==> src/rtl/input_device.sv <==
`default_nettype none
// ============================================================================
// Module   : input_device
// Purpose  : Front-panel button conditioner: synchronises and edge-detects the
//            five panel buttons, selects a field and edits its BCD value, and
//            issues reset/write commands to the timekeeping core.
//            Optional build macro: INPUT_DEVICE_AUTOREPEAT_EN (val inc/dec
//            auto-repeat while held).
// Revision : 1.0 - initial release
// ============================================================================
module input_device (
  input  logic       i_clk,
  input  logic       i_reset_btn,
  input  logic       i_ena,
  input  logic       i_wr_btn,
  input  logic       i_val_inc_btn,
  input  logic       i_val_dec_btn,
  input  logic       i_sel_inc_btn,
  input  logic       i_sel_dec_btn,
  input  logic [7:0] i_in,
  output logic       o_reset,
  output logic       o_wr,
  output logic [1:0] o_sel,
  output logic [7:0] o_val
);

  localparam int c_WR   = 0;
  localparam int c_VINC = 1;
  localparam int c_VDEC = 2;
  localparam int c_SINC = 3;
  localparam int c_SDEC = 4;

  localparam logic [7:0] c_LIM_HR  = 8'h23;
  localparam logic [7:0] c_LIM_MS  = 8'h59;
  localparam logic [1:0] c_SEL_HR  = 2'd2;

  logic [4:0] w_btn_raw;
  logic [4:0] r_sync1;
  logic [4:0] r_sync2;
  logic [4:0] r_prev;
  logic [4:0] w_press;
  logic       r_dirty;

  logic       w_vinc_evt;
  logic       w_vdec_evt;
  logic       w_sel_fwd;
  logic       w_sel_back;
  logic       w_val_up;
  logic       w_val_dn;

  logic [7:0] w_limit;
  logic       w_legal;
  logic [7:0] w_val_inc;
  logic [7:0] w_val_dec;
  logic [1:0] w_sel_next;
  logic [1:0] w_sel_prev;

  assign w_btn_raw = {i_sel_dec_btn, i_sel_inc_btn, i_val_dec_btn,
                      i_val_inc_btn, i_wr_btn};

  always_ff @(posedge i_clk) begin
    if (i_reset_btn) begin
      r_sync1 <= '0;
      r_sync2 <= '0;
      r_prev  <= '0;
    end else begin
      r_sync1 <= w_btn_raw;
      r_sync2 <= r_sync1;
      if (i_ena) begin
        r_prev <= r_sync2;
      end
    end
  end

  // A press is a rising level seen between two consecutive sampling ticks.
  assign w_press = i_ena ? (r_sync2 & ~r_prev) : 5'b0;

`ifdef INPUT_DEVICE_AUTOREPEAT_EN
  localparam logic [4:0] c_RPT_LAST   = 5'd19;
  localparam logic [4:0] c_RPT_RELOAD = 5'd16;

  logic [1:0] w_rpt;

  // r_hold counts consecutive held samples; first repeat on sample 20, then every 4.
  for (genvar g = 0; g < 2; g++) begin : g_rpt
    logic [4:0] r_hold;

    always_ff @(posedge i_clk) begin
      if (i_reset_btn) begin
        r_hold <= '0;
      end else if (i_ena) begin
        if (!r_sync2[c_VINC + g]) begin
          r_hold <= '0;
        end else if (r_hold == c_RPT_LAST) begin
          r_hold <= c_RPT_RELOAD;
        end else begin
          r_hold <= r_hold + 5'd1;
        end
      end
    end

    assign w_rpt[g] = i_ena && r_sync2[c_VINC + g] && (r_hold == c_RPT_LAST);
  end

  assign w_vinc_evt = w_press[c_VINC] | w_rpt[0];
  assign w_vdec_evt = w_press[c_VDEC] | w_rpt[1];
`else
  assign w_vinc_evt = w_press[c_VINC];
  assign w_vdec_evt = w_press[c_VDEC];
`endif

  assign w_sel_fwd  = w_press[c_SINC] & ~w_press[c_SDEC];
  assign w_sel_back = w_press[c_SDEC] & ~w_press[c_SINC];
  assign w_val_up   = w_vinc_evt & ~w_vdec_evt;
  assign w_val_dn   = w_vdec_evt & ~w_vinc_evt;

  assign w_sel_next = (o_sel == c_SEL_HR) ? 2'd0 : o_sel + 2'd1;
  assign w_sel_prev = (o_sel == 2'd0) ? c_SEL_HR : o_sel - 2'd1;

  // BCD step with field limit; illegal codes snap to 0x00 (inc) or limit (dec).
  always_comb begin
    w_limit   = (o_sel == c_SEL_HR) ? c_LIM_HR : c_LIM_MS;
    w_legal   = (o_val[3:0] <= 4'd9) && (o_val[7:4] <= 4'd9) && (o_val <= w_limit);
    w_val_inc = 8'h00;
    w_val_dec = w_limit;
    if (w_legal) begin
      if (o_val == w_limit) begin
        w_val_inc = 8'h00;
      end else if (o_val[3:0] == 4'd9) begin
        w_val_inc = {o_val[7:4] + 4'd1, 4'd0};
      end else begin
        w_val_inc = o_val + 8'd1;
      end

      if (o_val == 8'h00) begin
        w_val_dec = w_limit;
      end else if (o_val[3:0] == 4'd0) begin
        w_val_dec = {o_val[7:4] - 4'd1, 4'd9};
      end else begin
        w_val_dec = o_val - 8'd1;
      end
    end
  end

  always_ff @(posedge i_clk) begin
    if (i_reset_btn) begin
      o_reset <= 1'b1;
      o_wr    <= 1'b0;
      o_sel   <= 2'd0;
      o_val   <= 8'h00;
      r_dirty <= 1'b0;
    end else begin
      o_reset <= 1'b0;
      o_wr    <= 1'b0;
      if (w_press[c_WR]) begin
        o_wr    <= 1'b1;
        r_dirty <= 1'b0;
      end else if (w_sel_fwd) begin
        o_sel   <= w_sel_next;
        r_dirty <= 1'b0;
      end else if (w_sel_back) begin
        o_sel   <= w_sel_prev;
        r_dirty <= 1'b0;
      end else if (w_val_up) begin
        o_val   <= w_val_inc;
        r_dirty <= 1'b1;
      end else if (w_val_dn) begin
        o_val   <= w_val_dec;
        r_dirty <= 1'b1;
      end else if (i_ena && !r_dirty) begin
        o_val   <= i_in;
      end
    end
  end

endmodule
`default_nettype wire

==> config.mk <==
export PLATFORM = sky130hd
export DESIGN_NAME = input_device
export DESIGN_NICKNAME = d
export VERILOG_FILES = /design/src/rtl/input_device.sv
export SDC_FILE = /design/constraint.sdc
export NUM_CORES = 1
export LEC_CHECK = 0
export CAP_MARGIN = 5
export CORE_MARGIN = 3
export CORE_UTILIZATION = 50
export DETAILED_ROUTE_END_ITERATION = 12
export PLACE_DENSITY = 0.8
export SLEW_MARGIN = 40
export SYNTH_ARGS = -nofsm -noshare
export SYNTH_HDL_FRONTEND = slang
export SYNTH_SLANG_ARGS = --single-unit
==> constraint.sdc <==
create_clock -name i_clk -period 3.7 [get_ports i_clk]
set_input_delay 0.555 -clock i_clk [delete_from_list [all_inputs] [get_ports i_clk]]
set_output_delay 0.555 -clock i_clk [all_outputs]
set_load 0.02 [all_outputs]
# After elaboration in Yosys (flattened, before gate mapping)
# Index checks and enable logic that the tools add are counted.
# word_totals
register_bits	28
in_bits	16
output_inout_bits	12
word_cells	65
# classes
n_addsub	6
n_lt_le_gt_ge	3
n_eq_ne	3
muxes	19
bitwise_logic	13
reduce_logical	13
# op_table
op	count
8-bit 2-to-1 mux	9
8-bit by 1-bit adder with 8-bit output, second input constant	1
8-bit by 7-bit == test with 1-bit output	1
4-bit less-or-equal comparator, second input constant	2
8-bit by 7-bit less-or-equal comparator with 1-bit output	1
8-bit zero test	1
2-bit 2-to-1 mux	4
8-bit by 1-bit subtractor with 8-bit output, second input constant	1
7-bit 2-to-1 mux	1
1-bit NOT	7
5-bit bitwise AND	1
5-bit 2-to-1 mux	1
5-bit NOT	1
4-bit by 1-bit adder with 4-bit output, second input constant	1
1-bit bitwise AND	4
4-bit == test, second input constant	1
4-bit zero test	1
1-bit 2-to-1 mux	4
4-bit AND reduction	1
2-bit nonzero test	2
4-bit OR reduction	1
4-bit by 1-bit subtractor with 4-bit output, second input constant	1
1-bit logical AND	3
3-bit nonzero test	1
6 further kinds	6

# Longest topological paths before layout
# Gate-level depths: netlist of the first run.
# logic_depth
depth_word	7
ltp_mapped	11
depth_no_buf	10

# Worst setup path after synthesis of the first run
# Ideal clock, no wire load.
# synth_timing
path_kind	reg2reg
start	register o_sel[1]
end	register o_val[1]
setup_ns	0.086
arrival_ns	2.608
setup_slack_ns	1.006
path_stages_with_launch	11
n_path_buf	1
synth_period_minus_slack_ns	2.694
path_cell_list	dfxtp_1 > ha_1 > buf_2 > inv_1 > ha_1 > and2b_1 > o21ai_2 > or4_4 > a211o_1 > a41o_1 > a221oi_2
# synth_between
elab_chain_cells	7
word_cells_on_any_way	11
# synth_rtl
element	line_no	source
from (decl)	23	output logic [1:0] o_sel,
from (signal assigned)	159	o_sel <= w_sel_next;
from (signal assigned)	162	o_sel <= w_sel_prev;
2-bit == test (*)	122	w_limit = (o_sel == c_SEL_HR) ? c_LIM_HR : c_LIM_MS;
7-bit 2-to-1 mux (*)	122	
8-bit by 7-bit less-or-equal comparator with 1-bit output	123	w_legal = (o_val[3:0] <= 4'd9) && (o_val[7:4] <= 4'd9) && (o_val <= w_limit);
1-bit logical AND	123	
8-bit 2-to-1 mux	126	if (w_legal) begin
8-bit 2-to-1 mux	167	end else if (w_val_dn) begin
8-bit 2-to-1 mux (*)	164	end else if (w_val_up) begin
to (signal assigned)	165	o_val <= w_val_inc;
to (signal assigned)	168	o_val <= w_val_dec;
to (signal assigned)	171	o_val <= i_in;
to (decl)	24	output logic [7:0] o_val
# Every way passes the cells marked *; elsewhere a longest branch is shown, timed or not.
# A chain may end at the register's enable or synchronous reset.

# Final worst setup path of the first run
# layout_timing
start	register o_sel[0]
end	register o_val[4]
# Same word-level chain as after synthesis.

==> results of run 1 <==
routing by layer:
layer / routed length (µm) / vias up
met5: 0 / -
met4: 47 / 0
met3: 341 / 7
met2: 1880 / 71
met1: 2060 / 797
li1: - / 888
synth_stat cells, drive strengths merged (2+ instances only):
cell type and count:
nor4b 3, a211oi 5, a22oi 4, a21oi 8
a41o 2, xnor2 3, o21ai 16, o22ai 2
nand2b 2, o221ai 3, nand3b 5, o211ai 5
buf 8, mux2 3, nor3 7, nand3 2
o32ai 4, mux2i 8, nor2b 14, nor2 24
a31oi 4, clkbuf 11, and3 2, ha 15
nand2 10, inv 13, nor3b 4, a31o 3
nand4 2, and3b 5, dfxtp 28
cell type report:
cell class / instances / area share (%)
Tap cell: 48 / 2.60
Clock inverter: 1 / 1.30
Timing Repair Buffer: 30 / 12.7
Inverter: 13 / 2.11
Sequential cell: 28 / 24.3
Clock buffer: 3 / 1.79
Multi-Input combinational cell: 177 / 55.3
where the power goes:
group          internal, µW  switching, µW  total, µW  leakage [µW]
combinational           120            139        259      0.000608
clock                   145           93.5        238     0.0000357
sequential              319           35.3        354      0.000230
per-stage QoR:
step           setup WS [ps]  hold slack, ps  instances
6_report                 732             437        300
5_1_grt                  456             471        300
3_5_place_dp             728             425        296
2_1_floorplan           1010             414        237
3_3_place_gp             813             416        296
4_1_cts                  754             445        300
path summary, 6_finish.rpt:
path	start	end	slack, ps
min reg2reg	r_sync1[4]$_SDFF_PP0_	r_sync2[4]$_SDFF_PP0_	440
max	o_sel[0]$_SDFFE_PP0P_	o_val[4]$_SDFFE_PP0P_	730
min	r_sync1[4]$_SDFF_PP0_	r_sync2[4]$_SDFF_PP0_	440
max reg2reg	o_sel[0]$_SDFFE_PP0P_	o_val[4]$_SDFFE_PP0P_	730
cell families after synthesis:
family / after synthesis / synth area share (%)
flip-flops: 28 / 28.3
XOR/XNOR: 4 / 1.77
buffers and inverters: 32 / 7.14
AND/OR/NAND/NOR: 85 / 25.1
AO/OA/AOI/OAI: 62 / 22.4
adder cells (fa/ha/maj): 15 / 9.48
multiplexers: 11 / 5.75
layout by cell type (no fill, tap or decap), types with 7 or more instances in the layout:
master           Yosys  layout
dfxtp_1             28      28
clkdlybuf4s50_1      0      27
nor2_1              24      24
ha_1                15      15
o21ai_0             14      14
nor2b_1             14      14
inv_1               13      13
nand2_1             10      10
mux2i_1              8       8
a21oi_1              7       7
nor3_1               7       7
state kept, by name, summed over array words and instances, names as in the netlist:
name	count
o_reset	1
o_val	8
r_prev	5
o_wr	1
r_sync2	5
o_sel	2
r_dirty	1
r_sync1	5
==> flow_metrics.py, run 1 <==
metrics = {
    "layout": {
        "syn2layout_area_growth_pct": 16.8,
        "num-nets-final": 284,
        "multi_input_area_um2": 1280,
        "diodes": 0,
        "drive_above_1_share_pct": 8.73,
        "fin_util_pct": 61.7,
        "final_area_um2": 2310,
        "seq_area_um2": 561,
        "fillCellCount": 330,
    },
    "die": {
        "rows": 22,
        "pin_count": 28,
        "die_x_um": 68.9,
        "design.die.area_um2": 4750,
        "core_area_um2": 3740,
        "die_height_um": 68.9,
        "initial_utilization_pct": 52.9,
    },
    "worst_setup_path": {
        "crit_path_top_delay_cell": "or4_4",
        "cp_max_fo": 13,
        "worst-path-stages": 10,
        "start_kind": "flip-flop",
        "crit_arrival_ps": 3170,
        "worst-path-buf-inv": 2,
        "cpLargestDelayFamily": "compound AO/OA/AOI/OAI gates",
        "critPathMaxStageDelay_ps": 520,
        "ff2ff_path_depth": 10,
        "criticalPathCategory": "reg2reg",
        "path_cells": "inv_1, ha_1, inv_1, ha_1, and2b_1, o21ai_2, or4_4, a21oi_2, o21ai_1, o211ai_1",
        "end_kind": "flip-flop",
        "critPathRequiredTime_ps": 3900,
    },
    "placed_design": {
        "place_area_um2": 2240,
        "dp.final_hpwl_mm": 3.17,
        "io_buffers": 27,
        "gp_congestion": 0.829,
    },
    "yosys": {
        "ys_warn_count": 0,
        "synth_cell_types": 52,
        "synth-edff-count": 0,
        "avgSynthCellArea_um2": 8.35,
        "yosysTopAreaCellShare_pct": 28.3,
        "synth_seq_area_share_pct": 28.3,
        "synth_fp_nets": 268,
        "synth_top_cell_by_area": "dfxtp_1",
        "synth-async-reset-ratio_pct": 0,
        "ys_top_cells_by_area": "dfxtp_1 (28%), ha_1 (9.5%), nor2_1 (4.6%)",
        "synthFlopType": "dfxtp_1",
        "syn-instance-count": 237,
        "synth_area_um2": 1980,
        "ys_ff_latch": 28,
    },
    "grt": {
        "grt_max_degree": 23,
        "antenna_found_initial": 0,
        "grt_pass1_wl_mm": 7.30,
        "overflow": 0,
        "grt_use_total_pct": 20.1,
        "grt_pass1_vias": 1578,
        "grt_most_used_layer": "met1",
        "grt.met1_usage_pct": 29.4,
        "met3_usage_pct": 4.21,
        "gr-usage-met2_pct": 29.3,
    },
    "power_and_ir_drop": {
        "power_uw": 852,
        "leakage_uw": 0.000874,
        "p_per_area_nw_per_um2": 368,
        "ir_drop_uv": 221,
    },
    "route": {
        "drc": 0,
        "wl_mm": 4.33,
        "via_count": 1763,
        "firstDrtPassIters": 4,
        "drt_iter0_markers": 129,
        "via_per_inst": 5.88,
        "wire_per_inst_um": 14.4,
        "detail-route-antenna-nets": 0,
    },
    "clock_tree": {
        "htreeDepth": 1,
        "clock_path_buffers": 2,
        "cts_hold_buf": 0,
        "cts.reportedPaths.clkPinSlew_ps": 100,
        "clkSinkCount": 28,
        "cts_root_buffer": "clkbuf_8",
        "cts_buffers": 3,
        "postCtsSetupRepairBufs": 0,
        "cts_tree": "yes",
        "insertion_delay_ps": 270,
        "postCtsResizedCells": 0,
    },
    "sta": {
        "timing.final.crit_share_pct": 80.2,
        "fmax_mhz": 337,
        "worstMarginPinSlew_ps": 759,
        "tns_ps": 0,
        "rsz0062_at_grt": "no",
        "setup_violations": 0,
        "finalHoldViolCount": 0,
        "relSlewSlack_pct": 49.3,
        "skew_ps": 5.70,
        "period_needed_ps": 2970,
        "slew_viol_final": 0,
    },
    "hold_path": {
        "min_delay_path_depth": 1,
        "hold_path_class": "reg2reg",
    },
    "run": {
        "cap_violations": 0,
    },
    "run_status": {
        "status": "finished, final reports clean",
    },
}
(Power assumes the default switching activity.)
==> run 2, diff against run 1 <==
--- a/config.mk
+++ b/config.mk
@@ -7,9 +7,9 @@
 export LEC_CHECK = 0
 export CAP_MARGIN = 5
 export CORE_MARGIN = 3
-export CORE_UTILIZATION = 50
+export CORE_UTILIZATION = 49
 export DETAILED_ROUTE_END_ITERATION = 12
-export PLACE_DENSITY = 0.8
+export PLACE_DENSITY = 0.82
 export SLEW_MARGIN = 40
 export SYNTH_ARGS = -nofsm -noshare
 export SYNTH_HDL_FRONTEND = slang
==> constraint.sdc (replaced) <==
create_clock -name i_clk -period 2.6 [get_ports i_clk]
set_input_delay 0.39 -clock i_clk [delete_from_list [all_inputs] [get_ports i_clk]]
set_output_delay 0.39 -clock i_clk [all_outputs]
set_load 0.02 [all_outputs]
==> run 2 against run 1 <==
Against the previous run:
- global-route usage decreased by 1.1 points
- die area increased by 1.9%
- flip-flop and latch count unchanged
- utilization increased by 2.9 points
- sequential share of layout area decreased by 1.2 points
- sequential power increased by 36%
- clock-buffer cell count unchanged
==> flow_metrics.py, run 2 (synthesized netlist as in run 1, its figures left out) <==
metrics = {
    "run_status": {
        "status": "finished, final reports clean",
    },
    "layout": {
        "multi_input_area_um2": 1280,
        "layout_commonest_cell": "clkdlybuf4s50_1",
        "final_area_um2": 2440,
        "final_cells": 314,
        "largest_reg_flops": 8,
        "layout_common_cells": "clkdlybuf4s50_1 (27), dfxtp_1 (26), nor2_1 (24)",
        "num-nets-final": 298,
        "seq_area_um2": 563,
        "top_register": "o_val",
        "drive_above_1_share_pct": 14.7,
        "diodes": 0,
        "fin_util_pct": 64.7,
        "syn2layout_area_growth_pct": 23.2,
        "fillCellCount": 322,
    },
    "grt": {
        "grt_max_degree": 17,
        "grt_use_total_pct": 19.0,
        "antenna_found_initial": 0,
        "overflow": 0,
        "grt_pass1_wl_mm": 7.67,
        "grt_pass1_vias": 1658,
    },
    "sta": {
        "fmax_mhz": 403,
        "skew_ps": 4.29,
        "worst_slack_ps": 119,
        "worstMarginPinSlew_ps": 554,
        "setup_violations": 0,
        "rsz0062_at_grt": "no",
        "period_needed_ps": 2480,
        "timing.final.crit_share_pct": 95.4,
        "tns_ps": 0,
        "slew_viol_final": 0,
        "finalHoldViolCount": 0,
        "relSlewSlack_pct": 63.0,
    },
    "worst_setup_path": {
        "end_kind": "flip-flop",
        "criticalPathCategory": "reg2reg",
        "start_kind": "flip-flop",
        "critPathRequiredTime_ps": 2790,
        "cp_max_fo": 4,
        "crit_arrival_ps": 2670,
    },
    "placed_design": {
        "placed_cells": 310,
        "io_buffers": 27,
        "place_area_um2": 2360,
        "gp_congestion": 0.910,
        "pre_cts_ws_ps": 42.9,
        "dp.final_hpwl_mm": 3.50,
    },
    "power_and_ir_drop": {
        "leakage_uw": 0.000954,
        "p_per_area_nw_per_um2": 515,
        "ir_drop_uv": 405,
    },
    "clock_tree": {
        "htreeDepth": 1,
        "insertion_delay_ps": 270,
        "cts_buffers": 3,
        "cts_root_buffer": "clkbuf_8",
        "clock_path_buffers": 2,
        "clkSinkCount": 28,
        "postCtsResizedCells": 0,
        "postCtsSetupRepairBufs": 0,
        "cts_tree": "yes",
        "cts.reportedPaths.clkPinSlew_ps": 90,
        "cts_hold_buf": 0,
    },
    "die": {
        "pin_count": 28,
        "design.die.area_um2": 4840,
        "rows": 22,
        "initial_utilization_pct": 52.5,
        "die_x_um": 69.6,
        "core_area_um2": 3770,
        "die_height_um": 69.6,
    },
    "route": {
        "detail-route-antenna-nets": 0,
        "wl_mm": 4.76,
        "top_layer": "met4",
        "drt_iter0_markers": 102,
        "wl_met2_mm": 2.18,
        "wl_met3_um": 308,
        "via_per_inst": 5.90,
        "wire_per_inst_um": 15.2,
        "via_count": 1853,
        "drc": 0,
        "met1Wirelength_mm": 2.19,
        "firstDrtPassIters": 4,
    },
    "hold_path": {
        "hold_path_class": "reg2reg",
    },
    "run": {
        "cap_violations": 0,
    },
}
[run 2: cell count changes in the layout (fill, tap and decap cells not counted), sizes merged]
cell and change:
buf +14
[run 2: worst max-delay path, cell delays in order, from the launching register on]
cell and delay, ps:
dfxtp_2 370, inv_2 60, ha_1 200, inv_1 80
ha_1 240, a21o_2 210, a211oi_1 280, o32ai_2 210
a211o_1 290, a41o_1 220, a221oi_2 230
[run 2: final cells by class]
| cell class | instances | share of cell area (%) |
|---|---|---|
| Clock inverter | 1 | 1.23 |
| Inverter | 13 | 2.00 |
| Multi-Input combinational cell | 177 | 52.7 |
| Timing Repair Buffer | 44 | 16.8 |
| Clock buffer | 3 | 1.69 |
| Sequential cell | 28 | 23.1 |
| Tap cell | 48 | 2.46 |
[run 2: through the flow]
stage	hold slack (ps)	power, µW
6_report	446	1260
5_1_grt	459	1320
4_1_cts	448	1250
3_5_place_dp	424	916
3_3_place_gp	416	909
2_1_floorplan	414	772
[run 2: where the power goes]
part	internal, µW	switching, µW
Clock	206	131
Sequential	454	27.1
Combinational	199	238
[run 2: path summary, 6_finish.rpt]
check | start | end | slack [ps] | depth (start not counted)
hold reg to reg | r_sync1[2]$_SDFF_PP0_ | r_sync2[2]$_SDFF_PP0_ | 450 | 1
setup reg to reg | o_sel[0]$_SDFFE_PP0P_ | o_val[1]$_SDFFE_PP0P_ | 120 | 10
hold / removal | r_sync1[2]$_SDFF_PP0_ | r_sync2[2]$_SDFF_PP0_ | 450 | 1
setup / recovery | o_sel[0]$_SDFFE_PP0P_ | o_val[1]$_SDFFE_PP0P_ | 120 | 10
[run 2: layer usage]
metal  vias to the layer above  GRT usage [%]
li1                        911              -
met1                       854           26.5
met2                        78           30.5
met3                        10           3.04
met4                         0           4.77
met5                         -              0
